$ cat config.mk
export PLATFORM = sky130hd
export DESIGN_NAME = clk_rst_seq
export DESIGN_NICKNAME = d
export VERILOG_FILES = /design/src/rtl/clk_rst_seq.sv
export SDC_FILE = /design/constraint.sdc
export NUM_CORES = 1
export LEC_CHECK = 0
export ABC_AREA = 1
export ABC_CLOCK_PERIOD_IN_PS = 4950
export CORE_UTILIZATION = 55
export DETAILED_ROUTE_END_ITERATION = 6
export PLACE_DENSITY = 0.74
export SLEW_MARGIN = 20
export SYNTH_ARGS = -nofsm -noshare
export SYNTH_HDL_FRONTEND = slang
export SYNTH_SLANG_ARGS = --single-unit
$ cat constraint.sdc
create_clock -name clk_i -period 4.95 [get_ports clk_i]
set_input_delay 0.7425 -clock clk_i [delete_from_list [all_inputs] [get_ports clk_i]]
set_output_delay 0.7425 -clock clk_i [all_outputs]
set_load 0.005 [all_outputs]
$ cat src/rtl/clk_rst_seq.sv
// Clock/reset sequencer: holds the PLL in reset, waits for a stable synchronized
// lock, then releases the clock divider reset and the system reset in order.
module clk_rst_seq #(
  parameter int PLL_RST_CYCLES      = 16,
  parameter int LOCK_STABLE_CYCLES  = 256,
  parameter int DIV_SETTLE_CYCLES   = 8,
  parameter int LOCK_TIMEOUT_CYCLES = 65535
) (
  input  logic       clk_i,
  input  logic       rst_n_i,
  input  logic       pll_lock_i,
  input  logic       sw_rst_i,
  output logic       pll_rst_o,
  output logic       div_rst_n_o,
  output logic       sys_rst_n_o,
  output logic       ready_o,
  output logic       lock_lost_o,
  output logic [3:0] retry_cnt_o
);

  localparam int MAX_A = (PLL_RST_CYCLES > LOCK_STABLE_CYCLES) ? PLL_RST_CYCLES : LOCK_STABLE_CYCLES;
  localparam int MAX_B = (DIV_SETTLE_CYCLES > LOCK_TIMEOUT_CYCLES) ? DIV_SETTLE_CYCLES : LOCK_TIMEOUT_CYCLES;
  localparam int MAX_P = (MAX_A > MAX_B) ? MAX_A : MAX_B;
  localparam int CNT_W = $clog2(MAX_P) + 1;

  localparam logic [CNT_W-1:0] PLL_LAST     = CNT_W'(PLL_RST_CYCLES - 1);
  localparam logic [CNT_W-1:0] STABLE_LAST  = CNT_W'(LOCK_STABLE_CYCLES - 1);
  localparam logic [CNT_W-1:0] SETTLE_LAST  = CNT_W'(DIV_SETTLE_CYCLES - 1);
  localparam logic [CNT_W-1:0] TIMEOUT_LAST = CNT_W'(LOCK_TIMEOUT_CYCLES - 1);

  typedef enum logic [1:0] {
    S_PLL_RST   = 2'd0,
    S_WAIT_LOCK = 2'd1,
    S_DIV_RST   = 2'd2,
    S_RUN       = 2'd3
  } state_e;

  state_e           state_q, state_d;
  logic [CNT_W-1:0] cnt_q, cnt_d;
  logic [CNT_W-1:0] stable_q, stable_d;
  logic             sync1_q, lock_s_q;
  logic             lock_lost_q, lock_lost_d;
  logic [3:0]       retry_q, retry_d;
  logic             pll_rst_q, pll_rst_d;
  logic             div_rst_n_q, div_rst_n_d;
  logic             sys_rst_n_q, sys_rst_n_d;
  logic             ready_q, ready_d;
  logic             sw_entry;

  // Two-flop lock synchronizer; resets to "not locked".
  always_ff @(posedge clk_i or negedge rst_n_i) begin
    if (!rst_n_i) begin
      sync1_q  <= 1'b0;
      lock_s_q <= 1'b0;
    end else begin
      sync1_q  <= pll_lock_i;
      lock_s_q <= sync1_q;
    end
  end

  always_ff @(posedge clk_i or negedge rst_n_i) begin
    if (!rst_n_i) begin
      state_q     <= S_PLL_RST;
      cnt_q       <= '0;
      stable_q    <= '0;
      lock_lost_q <= 1'b0;
      retry_q     <= 4'd0;
      pll_rst_q   <= 1'b1;
      div_rst_n_q <= 1'b0;
      sys_rst_n_q <= 1'b0;
      ready_q     <= 1'b0;
    end else begin
      state_q     <= state_d;
      cnt_q       <= cnt_d;
      stable_q    <= stable_d;
      lock_lost_q <= lock_lost_d;
      retry_q     <= retry_d;
      pll_rst_q   <= pll_rst_d;
      div_rst_n_q <= div_rst_n_d;
      sys_rst_n_q <= sys_rst_n_d;
      ready_q     <= ready_d;
    end
  end

  always_comb begin
    state_d     = state_q;
    cnt_d       = cnt_q;
    stable_d    = '0;
    lock_lost_d = lock_lost_q;
    retry_d     = retry_q;
    sw_entry    = 1'b0;
    case (state_q)
      S_PLL_RST: begin
        cnt_d = cnt_q + CNT_W'(1);
        if (cnt_q == PLL_LAST) state_d = S_WAIT_LOCK;
      end
      S_WAIT_LOCK: begin
        cnt_d    = cnt_q + CNT_W'(1);
        stable_d = lock_s_q ? stable_q + CNT_W'(1) : '0;
        // Stability is tested first so it wins a tie with the timeout.
        if (lock_s_q && (stable_q == STABLE_LAST)) begin
          state_d = S_DIV_RST;
        end else if (cnt_q == TIMEOUT_LAST) begin
          state_d = S_PLL_RST;
          if (retry_q != 4'hF) retry_d = retry_q + 4'd1;
        end
      end
      S_DIV_RST: begin
        cnt_d = cnt_q + CNT_W'(1);
        if (!lock_s_q)                 state_d = S_PLL_RST;
        else if (cnt_q == SETTLE_LAST) state_d = S_RUN;
      end
      S_RUN: begin
        if (!lock_s_q) begin
          state_d     = S_PLL_RST;
          lock_lost_d = 1'b1;
        end else if (sw_rst_i) begin
          state_d  = S_DIV_RST;
          sw_entry = 1'b1;
        end
      end
      default: state_d = S_PLL_RST;
    endcase

    if (state_d != state_q) begin
      cnt_d    = '0;
      stable_d = '0;
    end

    // Outputs are decoded from the next state so they register with it.
    pll_rst_d   = (state_d == S_PLL_RST);
    div_rst_n_d = (state_d == S_RUN) || ((state_d == S_DIV_RST) && !sw_entry);
    sys_rst_n_d = (state_d == S_RUN);
    ready_d     = (state_d == S_RUN);
  end

  assign pll_rst_o   = pll_rst_q;
  assign div_rst_n_o = div_rst_n_q;
  assign sys_rst_n_o = sys_rst_n_q;
  assign ready_o     = ready_q;
  assign lock_lost_o = lock_lost_q;
  assign retry_cnt_o = retry_q;

endmodule

==> results.ini <==
[final_layout]
nets = 323
antenna_cells = 0
areaGrowthSynthToFinish_pct = 11.40
fin_area_um2 = 2715
drive_above_1_share_pct = 11.39

[setup_path]
rr_worst_depth = 10
worstPathRequired_ps = 5170
r2r-start = cnt_q[0]$_DFFE_PN0P_
max_stage_delay_ps = 520
rrSetupSlack_ps = 2930
path_cells = clkdlybuf4s50_1 -> nor2_4 -> inv_1 -> nand3_1 -> inv_1 -> nand2_2 -> nor2_1 -> a21oi_1 -> nor3_1
cp.arrival_ps = 2360
worstPathMaxFanout = 9
startpoint_type = primary input
end_kind = flip-flop
timing.rr.end = stable_q[3]$_DFF_PN0_
slowest_stage = clkdlybuf4s50_1
worstSetupPathType = in2reg
cp_common_cell = inv_1

[drt]
wl_per_cell_um = 12.52
via_per_inst = 5.240
dr.pass1.iters = 4
vias = 1918
route.detailed.drc = 0
drtAntennaViolNets = 0
first_iter_violations = 130
drt_wl_total_um = 4583

[sta]
rsz0062_at_grt = no
finalCritPeriodShare_pct = 43.16
max_slew_margin_pct = 63.86
hold_violations = 0
fin_crit_ps = 2137
finalSetupTns_ps = 0
setup_violations = 0
skew_ps = 10.65
fmax_mhz = 468.0
whs_ps = 355.8
slew_viol_final = 0
worstMarginPinSlew_ps = 542.1

[clocking]
clockRootBuffer = clkbuf_8
hold_buffers = 0
numCtsBuffers = 5
cts.repair.resized = 0
cts_sinks = 46
post_cts_buffers = 0
tritoncts = done
htree_levels = 2
insertion_delay_ps = 300
path_clk_slew_ps = 80
cts_max_path_buffers = 2

[die]
core_region_area_um2 = 4115
io_pins = 13
die_height_um = 68.57
row_count = 23
start_util_pct = 59.23
die_w_um = 68.57
dieArea_um2 = 4702

[grt]
antenna_found_initial = 0
grt_overflow = 0
grt_use_total_pct = 21.65
grt_pass1_vias = 1676
grt_start_max_net_pins = 47
grt_pass1_wl_um = 7362

[power]
ir_drop_mv = 0.1936
total_power_mw = 0.6853
power_density_nw_per_um2 = 252.4
p_leak_nw = 1.271

[synthesis]
yosys_register_bits = 46
syn_area_um2 = 2437
syn-mean-instance-area_um2 = 8.179
seq_area_frac_synth_pct = 47.28
syn_nets = 306
synth-edff-count = 0
ys_warn_count = 0
netlist_instances = 298
async_reset_ff_share_pct = 100.0
synthDistinctLibCells = 31
synth-main-ff-cell = dfrtp_1

[place]
dpl_cell_area_um2 = 2596
place_congestion = 0.8744
dp_hpwl_um = 3333
port-buffer-count = 12

[status]
status = finished clean

[hold_path]
holdPathStages = 0
hold_start = sync1_q$_DFF_PN0_
hold_path_end = lock_s_q$_DFF_PN0_
hold_path_class = reg2reg

[flow_run]
max-cap-violations = 0

## registers in the layout (all words and copies together) (netlist names)
| name | count |
|---|---|
| cnt_q | 17 |
| stable_q | 17 |
| retry_cnt_o | 4 |
| state_q | 2 |
| div_rst_n_o | 1 |
| lock_lost_o | 1 |
| lock_s_q | 1 |
| pll_rst_o | 1 |
| ready_o | 1 |
| sync1_q | 1 |
## kinds of logic (layout without fill, tap and decap cells)
group | count (synthesis) | count (layout) | share of synthesized area [%]
buffers and inverters | 38 | 56 | 6.417
xor gates and xnor gates | 15 | 15 | 5.390
and+or+nand+nor | 180 | 180 | 35.27
DFF | 46 | 46 | 47.28
adders and majority gates | 4 | 4 | 2.053
AOI/OAI and AO/OA | 15 | 15 | 3.593
## cell usage after synthesis, types with 2 or more instances
cell type / count / area (um2)
ha_1: 4 / 50.05
nand4_1: 7 / 43.79
nand2_2: 4 / 25.02
nand3_1: 20 / 100.1
nor3_1: 19 / 95.09
nand3_2: 2 / 20.02
dfrtp_1: 45 / 1126
nor2_2: 12 / 75.07
xnor2_1: 6 / 52.55
nand2_1: 48 / 180.2
nor4_1: 2 / 12.51
o21ai_0: 3 / 15.01
a21oi_1: 7 / 35.03
inv_1: 34 / 127.6
o21bai_1: 2 / 15.01
nor2_1: 59 / 221.5
nand3_4: 2 / 35.03
xor2_1: 9 / 78.83
## worst max-delay path, delay by kind of cell
family | cells | cell delay, ps
AOI/OAI and AO/OA | 1 | 100
buffers and inverters | 3 | 850
and+or+nand+nor | 5 | 660
## power breakdown
group / leakage, nW / switching (mW) / internal [mW] / total (mW)
Clock: 0.0585 / 0.123 / 0.165 / 0.288
Combinational: 0.600 / 0.0122 / 0.00460 / 0.0168
Sequential: 0.612 / 0.00254 / 0.378 / 0.381
Total: 1.27 / 0.138 / 0.547 / 0.685
## area by class of cell
cell class / instances / area [um2]
inverter: 36 / 137.6
clock buffer: 7 / 86.33
timing repair buffer: 12 / 117.6
tap: 50 / 62.56
fill: 343 / 1400
clock inverter: 1 / 30.03
sequential: 46 / 1152
multi-input combinational: 214 / 1129
## worst max-delay path by stage
| stage | end | slack [ps] | start | cells past startpoint |
|---|---|---|---|---|
| detailed placement | stable_q[3]$_DFF_PN0_ | 2540 | sw_rst_i | 7 |
| floorplan | stable_q[11]$_DFF_PN0_ | 3230 | cnt_q[0]$_DFFE_PN0P_ | 12 |
| CTS | cnt_q[12]$_DFFE_PN0P_ | 2830 | sw_rst_i | 9 |
| finish | cnt_q[12]$_DFFE_PN0P_ | 2810 | sw_rst_i | 9 |
| global placement | cnt_q[12]$_DFFE_PN0P_ | 2600 | sw_rst_i | 9 |
| global route | cnt_q[12]$_DFFE_PN0P_ | 2660 | sw_rst_i | 9 |
## cell usage in the layout, fill, tap and decap left out, drive strengths merged, types with 2 or more instances in the layout
| master | count |
|---|---|
| xnor2 | 6 |
| dfrtp | 45 |
| nand4 | 7 |
| o21bai | 2 |
| o21ai | 3 |
| clkbuf | 7 |
| nor2 | 72 |
| ha | 4 |
| a21oi | 8 |
| nand2 | 53 |
| nor4 | 2 |
| nor3 | 20 |
| clkdlybuf4s50 | 11 |
| xor2 | 9 |
| inv | 36 |
| nand3 | 24 |
## metrics by stage
| stage | util (%) | cells | setup slack (ps) |
|---|---|---|---|
| 3_3_place_gp | 63.09 | 358 | 2605 |
| 6_report | 65.98 | 366 | 2813 |
| 3_5_place_dp | 63.09 | 358 | 2539 |
| 5_1_grt | 65.98 | 366 | 2663 |
| 4_1_cts | 65.92 | 366 | 2828 |
| 2_1_floorplan | - | 298 | 3228 |
## routing by layer
| layer | vias to the layer above | part of all wire, % | global-route usage (%) |
|---|---|---|---|
| li1 | 981 | - | - |
| met1 | 889 | 49 | 29.10 |
| met2 | 42 | 45 | 33.95 |
| met3 | 6 | 4.7 | 3.947 |
| met4 | 0 | 1.3 | 9.635 |
| met5 | - | 0 | 0 |
Note: power is estimated with default switching activity, not from simulation.
==> patch 1: new RTL, config.mk and constraints unchanged <==
Reset style: synchronous (`rst_n_i`), changed in 2 clocked blocks.
--- a/src/rtl/clk_rst_seq.sv
+++ b/src/rtl/clk_rst_seq.sv
@@ -48,7 +48,7 @@
   logic             sw_entry;
 
   // Two-flop lock synchronizer; resets to "not locked".
-  always_ff @(posedge clk_i or negedge rst_n_i) begin
+  always_ff @(posedge clk_i) begin
     if (!rst_n_i) begin
       sync1_q  <= 1'b0;
       lock_s_q <= 1'b0;
@@ -58,7 +58,7 @@
     end
   end
 
-  always_ff @(posedge clk_i or negedge rst_n_i) begin
+  always_ff @(posedge clk_i) begin
     if (!rst_n_i) begin
       state_q     <= S_PLL_RST;
       cnt_q       <= '0;
Formal check against the unedited RTL: no difference found for any inputs over 10 cycles, from zero or initial values and one cycle with rst_n_i low; that may be too few to reach the edited logic, so the function may still have changed.
==> patch 1 against the original RTL <==
Setup slack better by 0.13 ns. Routed wire length down 15%. Power down 8.6%. Sequential cell count unchanged. Global-route usage down 0.86 points. Maximum frequency up 6.7%. First-iteration DRC count down 47%. Design area down 7.6%. Synthesized area down 7.0%. Utilization up 0.063 points. Critical path depth down 8. Critical endpoint is now retry_cnt_o[2].
==> patch 1: results (changes against the original RTL) <==
post-synth cell types: 27 (-13%)
Detailed Routing Iterations Pass 1: 5 (+1)
share of post-route cells with drive strength above 1: 12.42% (+1.0 points)
nets: 321 (-0.62%)
met2 Resource Use GR: 35.20% (+1.3 points)
Synth Flop Type: dfxtp_1
Area contributors post-synth: dfxtp_1 (41%), nor2_1 (9.6%), inv_1 (7.6%)
vias in the first global route: 1,716 (+2.4%)
FFs w/ async S/R, synth: 0% (-100 points)
# fillers: 336 (-2.0%)
antenna violations before repair: 0 (unchanged)
Max VDD drop: 0.1980 mV (+2.3%)
Leak Pwr: 0.0009777 uW (-23%)
wire per inst: 10.72 um (-14%)
wire length of the first global-routing pass: 6.969 mm (-5.3%)
Mapped Nets: 305 (-0.33%)
DP Wirelength: 2.897 mm (-13%)
grt met3 use: 6.207% (+2.3 points)
H-tree levels: 2 (unchanged)
RePlAce Congestion: 0.8135 (-7.0%)
CTS resizes: 0 (unchanged)
pin count of the biggest net entering global routing: 18 (-62%)
Metal-1 WL: 1.867 mm (-16%)
M1 GR Usage: 25.42% (-3.7 points)
GRT Total Usage: 20.79% (-0.86 points)
Critical Path AT: 1.26 ns (-1.10 ns)
Critical-path top delay cell: clkdlybuf4s50_1
Critical Path Fanout Max: 5 (-4)
metal2 WL: 1.835 mm (-11%)
commonest cells in the netlist: nor2_1 (58), dfxtp_1 (46), inv_1 (46)
outcome: complete, no violations
Top delay family on crit path: buffers and inverters
Vias/cell: 4.936 (-5.8%)
total inserted antenna cells: 0 (unchanged)
CTS root buffer: clkbuf_8
Post-Syn Area: 0.002267 mm2 (-7.0%)
Worst Hold Class: flop to flop
DRT iter0 DRCs: 69 (-47%)
Setup Buffers After CTS: 0 (unchanged)
Yosys warning total: 0 (unchanged)
post-synthesis sequential area ratio: 40.62% (-6.7 points)
total CTS buffers: 5 (unchanged)
CP peak stage delay: 0.54 ns (+0.02 ns)
clk_skew: 0.005611 ns (-0.005038 ns)
WL met3: 137 um (-37%)
Rel. slew slack: 78.29% (+14 points)
[patch 1: cell types whose count changed after synthesis, moves of 8 or more]
cell and delta:
dfrtp_1 -45, dfxtp_1 +46, inv_1 +12, nand2_1 -12, nand3_1 -8, nor3_1 -10
[patch 1: kinds of logic after synthesis]
group	count (synthesis)	synth area share (%)
AOI/OAI and AO/OA	16	4.084
xor gates and xnor gates	29	11.20
adders and majority gates	4	2.208
buffers and inverters	52	9.437
DFF	46	40.62
and+or+nand+nor	150	32.45
[patch 1: worst paths after layout]
path,slack [ns],startpoint,end,depth (start not counted)
worst max-delay path,2.95,retry_cnt_o[2]$_SDFFE_PN0P_,retry_cnt_o[2],1
worst min-delay path,0.43,sync1_q$_SDFF_PN0_,lock_s_q$_SDFF_PN0_,2
worst min register to register,0.43,sync1_q$_SDFF_PN0_,lock_s_q$_SDFF_PN0_,2
worst max register to register,3.09,stable_q[0]$_SDFF_PP0_,stable_q[10]$_SDFF_PP0_,9
[patch 1: power by group]
group | internal [uW] | switching (uW) | leakage [uW]
Clock | 113 | 122 | 0.0000482
Sequential | 373 | 2.47 | 0.000371
Combinational | 7.23 | 10.1 | 0.000558
Total | 493 | 134 | 0.000978
[patch 1: final cells by class]
| type | count | area share, % |
|---|---|---|
| Multi-Input combinational cell | 199 | 45.14 |
| Sequential cell | 46 | 36.71 |
| Inverter | 49 | 7.332 |
| Timing Repair Buffer | 12 | 4.788 |
| Clock buffer | 7 | 3.441 |
| Tap cell | 48 | 2.394 |
| Clock inverter | 1 | 0.1995 |
[patch 1: metrics by stage]
step	instances	worst slack [ns]	cell area, um2
floorplan	297	3.318	2267
CTS	362	2.948	2509
finish	362	2.947	2509
global route	362	2.799	2509
global placement	354	2.710	2417
detailed placement	354	2.652	2417
==> patch 2: new RTL, same settings <==
Made on the original files. `DIV_SETTLE_CYCLES`: 8 -> 16.
--- a/src/rtl/clk_rst_seq.sv
+++ b/src/rtl/clk_rst_seq.sv
@@ -3,7 +3,7 @@
 module clk_rst_seq #(
   parameter int PLL_RST_CYCLES      = 16,
   parameter int LOCK_STABLE_CYCLES  = 256,
-  parameter int DIV_SETTLE_CYCLES   = 8,
+  parameter int DIV_SETTLE_CYCLES   = 16,
   parameter int LOCK_TIMEOUT_CYCLES = 65535
 ) (
   input  logic       clk_i,
Function: no difference found for any inputs over 10 cycles, from zero or initial values and one cycle with rst_n_i low; that may be too few to reach the edited logic, so the function may still have changed.
==> patch 2 against the original RTL <==
Sequential cell count did not move. Maximum frequency decreased by 0.61%. Synthesized area increased by 2.7%. Setup slack got worse by 0.013 ns. Count of clock-buffer cells in the layout unchanged. Routed wire length down 3.2%. Non-clock buffer count unchanged. Power fell by 7.3%. Design area is essentially flat. Critical path type unchanged. Largest power group unchanged. Highest routed layer unchanged.
==> patch 2: results (changes against the original RTL) <==
Metal-1 WL: 2.190 mm (-2.0%)
Leak Pwr: 0.001193 uW (-6.1%)
wire per inst: 12.56 um (+0.33%)
Cells after Synth: 287 (-3.7%)
WL met3: 111 um (-49%)
pre-CTS setup slack: 2.493 ns (-0.04631 ns)
RePlAce Congestion: 0.8651 (-1.1%)
GRT Total Usage: 21.08% (-0.57 points)
Combinational Power Share: 2.7% (+0.2 points)
I/O Buffers: 12 (unchanged)
M1 GR Usage: 26.90% (-2.2 points)
Max Root-Sink Buffers: 2 (unchanged)
r2r startpoint: state_q[0]$_DFF_PN0_
Cell Count Post-Placement: 345 (-3.6%)
commonest cells in the netlist: nor2_1 (57), dfrtp_1 (45), nand2_1 (39)
wire length of the first global-routing pass: 8.066 mm (+9.6%)
Area contributors post-synth: dfrtp_1 (45%), nor2_1 (8.5%), xor2_1 (7.0%)
Flop pwr share: 60.0% (+4.4 points)
hold depth: 0 (unchanged)
Worst Setup EP: stable_q[1]$_DFF_PN0_
endpoint of the worst hold path: lock_s_q$_DFF_PN0_
nets: 308 (-4.6%)
Rel. slew slack: 62.43% (-1.4 points)
Critical Path Fanout Max: 32 (+23)
total CTS buffers: 5 (unchanged)
vias in the first global route: 1,839 (+9.7%)
# fillers: 395 (+15%)
Psw: 139.4 uW (+1.1%)
share of post-route cells with drive strength above 1: 10.30% (-1.1 points)
met2 Resource Use GR: 35.17% (+1.2 points)
post-synthesis sequential area ratio: 46.05% (-1.2 points)
grt met3 use: 3.634% (-0.31 points)
outcome: complete, no violations
DP Wirelength: 3.176 mm (-4.7%)
metal2 WL: 2.052 mm (-0.97%)
wirelength, routed: 4.435 mm (-3.2%)
via count: 1,858 (-3.1%)
post-synth cell types: 35 (+13%)
DRT iter0 DRCs: 61 (-53%)
Setup Buffers After CTS: 0 (unchanged)
worst hold slack: 0.3925 ns (+0.03668 ns)
Skew-Pair Late Insertion Delay: 0.30 ns (about the same)
Max VDD drop: 0.1781 mV (-8.0%)
Mapped Nets: 295 (-3.6%)
Placed Instance Area: 0.002624 mm2 (+1.1%)
Reg2Reg Depth: 9 (-1)
Reg2Reg Setup Slack: 2.85 ns (-0.08 ns)
clk_skew: 0.005848 ns (-0.004802 ns)
Period Utilization, post-route: 43.43% (+0.26 points)
antenna violations before repair: 0 (unchanged)
==> patch 2: layout make-up <==
class | count | area [um2] | area share, %
inverters | 31 | 116.4 | 4.282
flip-flops and latches | 46 | 1152 | 42.40
repair buffers | 12 | 117.6 | 4.328
clock buffers | 7 | 86.33 | 3.177
well taps | 52 | 65.06 | 2.394
multi-input cells | 204 | 1175 | 43.23
clock inverters | 1 | 5.005 | 0.1842
==> patch 2: logic make-up after synthesis <==
family,share of synthesized area [%]
and+or+nand+nor,31.40
DFF,46.05
buffers and inverters,7.000
xor gates and xnor gates,9.450
AOI/OAI and AO/OA,3.650
adders and majority gates,2.000
muxes,0.4500
==> patch 2: critical path, cell delays in order <==
cell and delay, ns:
clkdlybuf4s50_1 0.52, a21oi_1 0.10, o211ai_1 0.30, nand3_4 0.40
nor3b_1 0.29
